--- src/rtl/reg_bus_master.sv ---
// rtl/reg_bus_master.sv - host byte-stream command parser driving single-beat register bus accesses
// Optional inter-byte timeout: define REG_BUS_MASTER_TIMEOUT_EN.
module reg_bus_master #(
  parameter logic [7:0] SYNC_BYTE = 8'h55,
  parameter logic [7:0] RESP_BYTE = 8'hAA
`ifdef REG_BUS_MASTER_TIMEOUT_EN
  , parameter int unsigned TIMEOUT_CYCLES = 50000
`endif
) (
  input  logic        ipClk,
  input  logic        ipReset,
  input  logic [7:0]  ipRxData,
  input  logic        ipRxValid,
  output logic        opRxReady,
  output logic [7:0]  opTxData,
  output logic        opTxValid,
  input  logic        ipTxReady,
  output logic [7:0]  opAddress,
  output logic [31:0] opWrData,
  output logic        opWrEnable,
  input  logic [31:0] ipRdData,
  output logic [7:0]  opErrorCount
);

  typedef enum logic [2:0] {
    S_IDLE, S_CMD, S_ADDR, S_WDATA, S_WRITE, S_RD_WAIT, S_RD_CAP, S_RESP
  } state_t;

  state_t      state_q;
  logic [7:0]  addr_q;
  logic [31:0] wr_data_q;
  logic        wr_en_q;
  logic [7:0]  tx_data_q;
  logic        tx_valid_q;
  logic        rx_ready_q;
  logic [7:0]  err_cnt_q;
  logic [1:0]  byte_cnt_q;
  logic [2:0]  resp_idx_q;
  logic [31:0] resp_q;
  logic        is_read_q;

  logic       rx_fire;
  logic       tx_fire;
  logic [7:0] err_cnt_inc;
  logic       timeout_hit;

  assign rx_fire     = ipRxValid && rx_ready_q;
  assign tx_fire     = tx_valid_q && ipTxReady;
  assign err_cnt_inc = (err_cnt_q == 8'hFF) ? 8'hFF : err_cnt_q + 8'd1;

  function automatic logic [7:0] resp_byte(input logic [2:0] idx, input logic [7:0] a,
                                           input logic [31:0] d);
    case (idx)
      3'd0:    resp_byte = RESP_BYTE;
      3'd1:    resp_byte = a;
      3'd2:    resp_byte = d[7:0];
      3'd3:    resp_byte = d[15:8];
      3'd4:    resp_byte = d[23:16];
      default: resp_byte = d[31:24];
    endcase
  endfunction

`ifdef REG_BUS_MASTER_TIMEOUT_EN
  logic [31:0] idle_cnt_q;
  logic        in_pkt;

  assign in_pkt      = (state_q == S_CMD) || (state_q == S_ADDR) || (state_q == S_WDATA);
  assign timeout_hit = in_pkt && !rx_fire && (idle_cnt_q == TIMEOUT_CYCLES - 1);

  always_ff @(posedge ipClk or negedge ipReset) begin
    if (!ipReset)                            idle_cnt_q <= '0;
    else if (!in_pkt || rx_fire || timeout_hit) idle_cnt_q <= '0;
    else                                     idle_cnt_q <= idle_cnt_q + 32'd1;
  end
`else
  assign timeout_hit = 1'b0;
`endif

  // rx_ready_q is set for the state being entered so it is correct from the first cycle there.
  always_ff @(posedge ipClk or negedge ipReset) begin
    if (!ipReset) begin
      state_q    <= S_IDLE;
      addr_q     <= '0;
      wr_data_q  <= '0;
      wr_en_q    <= 1'b0;
      tx_data_q  <= '0;
      tx_valid_q <= 1'b0;
      rx_ready_q <= 1'b0;
      err_cnt_q  <= '0;
      byte_cnt_q <= '0;
      resp_idx_q <= '0;
      resp_q     <= '0;
      is_read_q  <= 1'b0;
    end else begin
      wr_en_q <= 1'b0;
      if (timeout_hit) begin
        state_q    <= S_IDLE;
        err_cnt_q  <= err_cnt_inc;
        byte_cnt_q <= '0;
      end else begin
        case (state_q)
          S_IDLE: begin
            rx_ready_q <= 1'b1;
            if (rx_fire && ipRxData == SYNC_BYTE) state_q <= S_CMD;
          end
          S_CMD: if (rx_fire) begin
            if (ipRxData == 8'h01 || ipRxData == 8'h02) begin
              is_read_q <= ipRxData[1];
              state_q   <= S_ADDR;
            end else begin
              state_q   <= S_IDLE;
              err_cnt_q <= err_cnt_inc;
            end
          end
          S_ADDR: if (rx_fire) begin
            addr_q     <= ipRxData;
            byte_cnt_q <= '0;
            if (is_read_q) begin
              state_q    <= S_RD_WAIT;
              rx_ready_q <= 1'b0;
            end else begin
              state_q    <= S_WDATA;
            end
          end
          S_WDATA: if (rx_fire) begin
            wr_data_q  <= {ipRxData, wr_data_q[31:8]};
            byte_cnt_q <= byte_cnt_q + 2'd1;
            if (byte_cnt_q == 2'd3) begin
              state_q    <= S_WRITE;
              wr_en_q    <= 1'b1;
              rx_ready_q <= 1'b0;
            end
          end
          S_WRITE: begin
            state_q    <= S_IDLE;
            rx_ready_q <= 1'b1;
          end
          S_RD_WAIT: state_q <= S_RD_CAP;
          S_RD_CAP: begin
            resp_q     <= ipRdData;
            tx_data_q  <= RESP_BYTE;
            tx_valid_q <= 1'b1;
            resp_idx_q <= '0;
            state_q    <= S_RESP;
          end
          S_RESP: if (tx_fire) begin
            if (resp_idx_q == 3'd5) begin
              tx_valid_q <= 1'b0;
              resp_idx_q <= '0;
              rx_ready_q <= 1'b1;
              state_q    <= S_IDLE;
            end else begin
              resp_idx_q <= resp_idx_q + 3'd1;
              tx_data_q  <= resp_byte(resp_idx_q + 3'd1, addr_q, resp_q);
            end
          end
          default: state_q <= S_IDLE;
        endcase
      end
    end
  end

  assign opRxReady    = rx_ready_q;
  assign opTxData     = tx_data_q;
  assign opTxValid    = tx_valid_q;
  assign opAddress    = addr_q;
  assign opWrData     = wr_data_q;
  assign opWrEnable   = wr_en_q;
  assign opErrorCount = err_cnt_q;

endmodule
--- config.mk ---
export PLATFORM = sky130hd
export DESIGN_NAME = reg_bus_master
export DESIGN_NICKNAME = d
export VERILOG_FILES = /design/src/rtl/reg_bus_master.sv
export SDC_FILE = /design/constraint.sdc
export NUM_CORES = 1
export LEC_CHECK = 0
export ABC_AREA = 1
export CORE_MARGIN = 5
export CORE_UTILIZATION = 47
export CTS_BUF_LIST = sky130_fd_sc_hd__clkbuf_8
export CTS_CLUSTER_DIAMETER = 200
export DETAILED_ROUTE_END_ITERATION = 16
export GPL_TIMING_DRIVEN = 0
export PLACE_DENSITY = 0.75
export SETUP_SLACK_MARGIN = 0.3
export SLEW_MARGIN = 15
export SYNTH_ARGS = -nofsm -noshare
export SYNTH_HDL_FRONTEND = slang
export SYNTH_SLANG_ARGS = --single-unit
--- constraint.sdc ---
create_clock -name ipClk -period 1.75 [get_ports ipClk]
set_input_delay 0.35 -clock ipClk [delete_from_list [all_inputs] [get_ports ipClk]]
set_output_delay 0.35 -clock ipClk [all_outputs]
set_load 0.02 [all_outputs]
==> impl_metrics.tcl <==
set metrics [dict create \
    hpwl_um 8780 \
    seq_area_frac_synth_pct 54.3 \
    dr_total_vias 4166 \
    ir_worst_vdd_v 0.000917 \
    cp.required_ns 2.05 \
    max_cap_viol_count 0 \
    layout_setup_ws_ns 0.115 \
    chipWidth_um 109 \
    slew_violations 0 \
    fp.dieH_um 109 \
    nets 759 \
    skew_ns 0.0105 \
    layout_min_cycle_time_ns 1.64 \
    cp_num_buf_inv 4 \
    drive_gt1_share_pct 23.5 \
    outcome "complete, no violations" \
    dr_wl_met3_um 1040 \
    stdcell_count 848 \
    grt_start_max_net_pins 79 \
    slowest_stage "dfrtp_1" \
    clk_latency_ns 0.37 \
    tightest_slew_ns 0.409 \
    leakage_nw 3.28 \
    cts_root_buf "clkbuf_8" \
    crit_fanout 8 \
    clk_pin_slew_ns 0.10 \
    crit_arrival_ns 1.94 \
    fmax_mhz 612 \
    syn_inst 569 \
    routed_wl_um 12300 \
    syn-mean-instance-area_um2 8.09 \
    synth_nets 617 \
    total_power_w 0.00928 \
    gr-total-overflow 0 \
    io-pin-count 103 \
    antenna_found_initial 0 \
    area_growth_pct 34.6 \
    dieArea_mm2 0.0119 \
    grt_pass1_vias 4238 \
    grt_pass1_wl_um 20400 \
    met1_length_um 5040 \
    cts_sinks 100 \
    layout_common_cells "242 x nand2_1, 97 x dfrtp_1, 42 x clkdlybuf4s50_1, 38 x o21ai_0, 33 x inv_1" \
    viasPerCell 4.91 \
    gp_congestion 0.867 \
    tritoncts "done" \
    io_buffer_count 102 \
    dr.max_layer_used "met4" \
    num_rows 36 \
    setup.worst_path.start_class "register" \
    placed_cells 805 \
    grt_use_total_pct 22.0 \
    slew_headroom_pct 72.7 \
    start_util_pct 47.6 \
    setup_viol 0 \
    drt-wirelength-per-cell_um 14.5 \
    cts_made_buffers 9 \
    dr.pass1.iters 4 \
    drc_errors 0 \
    crit_family "simple AND/OR/NAND/NOR gates" \
    hp-class "input pin to asynchronous set/reset pin" \
    power_density_mw_per_mm2 1500 \
    ant_nets 0 \
    rsz0062_at_grt "yes" \
    setup.worst_path.class "register to register" \
    cp-end-kind "register" \
    htreeDepth 3 \
    synth_area_mm2 0.00461 \
    ys_ff_latch 100 \
    met2_length_um 6090 \
    timing.critical_path.cells "buf_6 > nand2_4 > inv_4 > ha_4 > inv_4 > buf_6 > nor2_4 > nand2_1 > nand4_1 > nor2_1 > nor2_1" \
    drtIter0Drc 219 \
    clk_path_buf_depth 2 \
    max_stage_delay_ns 0.39 \
    n_antenna_cell 0 \
    core_area_mm2 0.00968 \
    ys.warnings.count 0 \
    finalHoldWorstSlack_ns 0.382 \
    hold_viol 0 \
    post-route-period-util_pct 93.4 \
    synth_cell_type_count 32 \
    mostFrequentLayoutCell "nand2_1" \
    dp_slack_ns -0.0223 \
]
## report_power, final
| group | internal (W) | switching (W) |
|---|---|---|
| clock | 0.000540 | 0.000866 |
| combinational | 0.00153 | 0.00240 |
| sequential | 0.00325 | 0.000693 |
## area by class of cell
type	count	area [µm²]
plain buffers	17	141
clock buffers	9	124
clock inverters	6	55.1
fillers	837	3480
inverters	46	186
multi-input cells	407	1950
flip-flops and latches	100	2510
well taps	133	166
repair buffers	130	1070
## state kept, by name (all words and copies together) (netlist names)
signal,flops
opRxReady,1
opWrData,32
byte_cnt_q,2
opTxData,8
opErrorCount,8
state_q,3
resp_q,32
opAddress,8
is_read_q,1
resp_idx_q,3
opTxValid,1
opWrEnable,1
## stage by stage
stage | instance area [µm²] | util (%) | TNS [ns]
after CTS | 6240 | 64.4 | 0
final | 6200 | 64.0 | 0
after detailed placement | 5890 | 60.8 | -0.0314
after global placement | 5860 | 60.5 | -334.73
after global routing | 6200 | 64.0 | 0
after floorplan | 4670 | - | 0
## cells in the mapped netlist, drive strengths merged
library cell	number	share of area, %
nand2	256	22
dfrtp	100	54
o21ai	55	6.1
inv	45	3.7
nor2	44	4.3
nand3	22	2.9
buf	16	2.3
a21oi	9	1.1
ha	4	1.1
nand4	4	0.54
xor2	4	0.76
nor3	3	0.43
o21bai	2	0.33
clkbuf	1	0.081
clkinv	1	0.11
nand3b	1	0.16
o22ai	1	0.14
o31ai	1	0.16
## metal layers
layer  GRT usage, %  vias to the layer above
met5              0                        -
met4           5.23                        0
met3           8.29                       11
met2           37.0                      127
met1           26.8                     1959
li1               -                     2069
## timing repair
item,in CTS,in global routing
gates cloned,1,0
endpoints found under the setup margin,101,103
gates resized for setup,156,74
hold buffers,1,0
pin swaps,19,26
buffers inserted,10,16
hold endpoints to repair,22,0
## kinds of logic (layout without fill, tap and decap cells)
family | Yosys count | count (layout) | share of synthesized area (%)
AND/OR/NAND/NOR | 330 | 331 | 29.9
AO/OA/AOI/OAI | 68 | 68 | 7.82
XOR/XNOR | 4 | 4 | 0.761
adder cells (fa/ha/maj) | 4 | 4 | 1.09
flip-flops | 100 | 100 | 54.3
buffers and inverters | 63 | 208 | 6.14
## path summary, 6_finish.rpt
check | slack [ns] | end | from | depth (start not counted)
hold reg to reg | 0.49 | opTxData[2] | opTxData[2] | 2
max in group asynchronous | 0.68 | state_q[1] | ipReset | 3
setup reg to reg | 0.11 | opTxData[7] | resp_idx_q[0] | 11
setup / recovery | 0.11 | opTxData[7] | resp_idx_q[0] | 11
min in group ipClk | 0.49 | opTxData[2] | opTxData[2] | 2
hold / removal | 0.38 | resp_q[22] | ipReset | 2
## worst reg2reg max path, cell delays in order, from the launching register on
cell and delay (ns):
dfrtp_1 0.39, buf_6 0.12, nand2_4 0.07, inv_4 0.04, ha_4 0.27, inv_4 0.04
buf_6 0.11, nor2_4 0.22, nand2_1 0.09, nand4_1 0.10, nor2_1 0.06, nor2_1 0.07
Note: power is estimated with default switching activity, not from simulation.
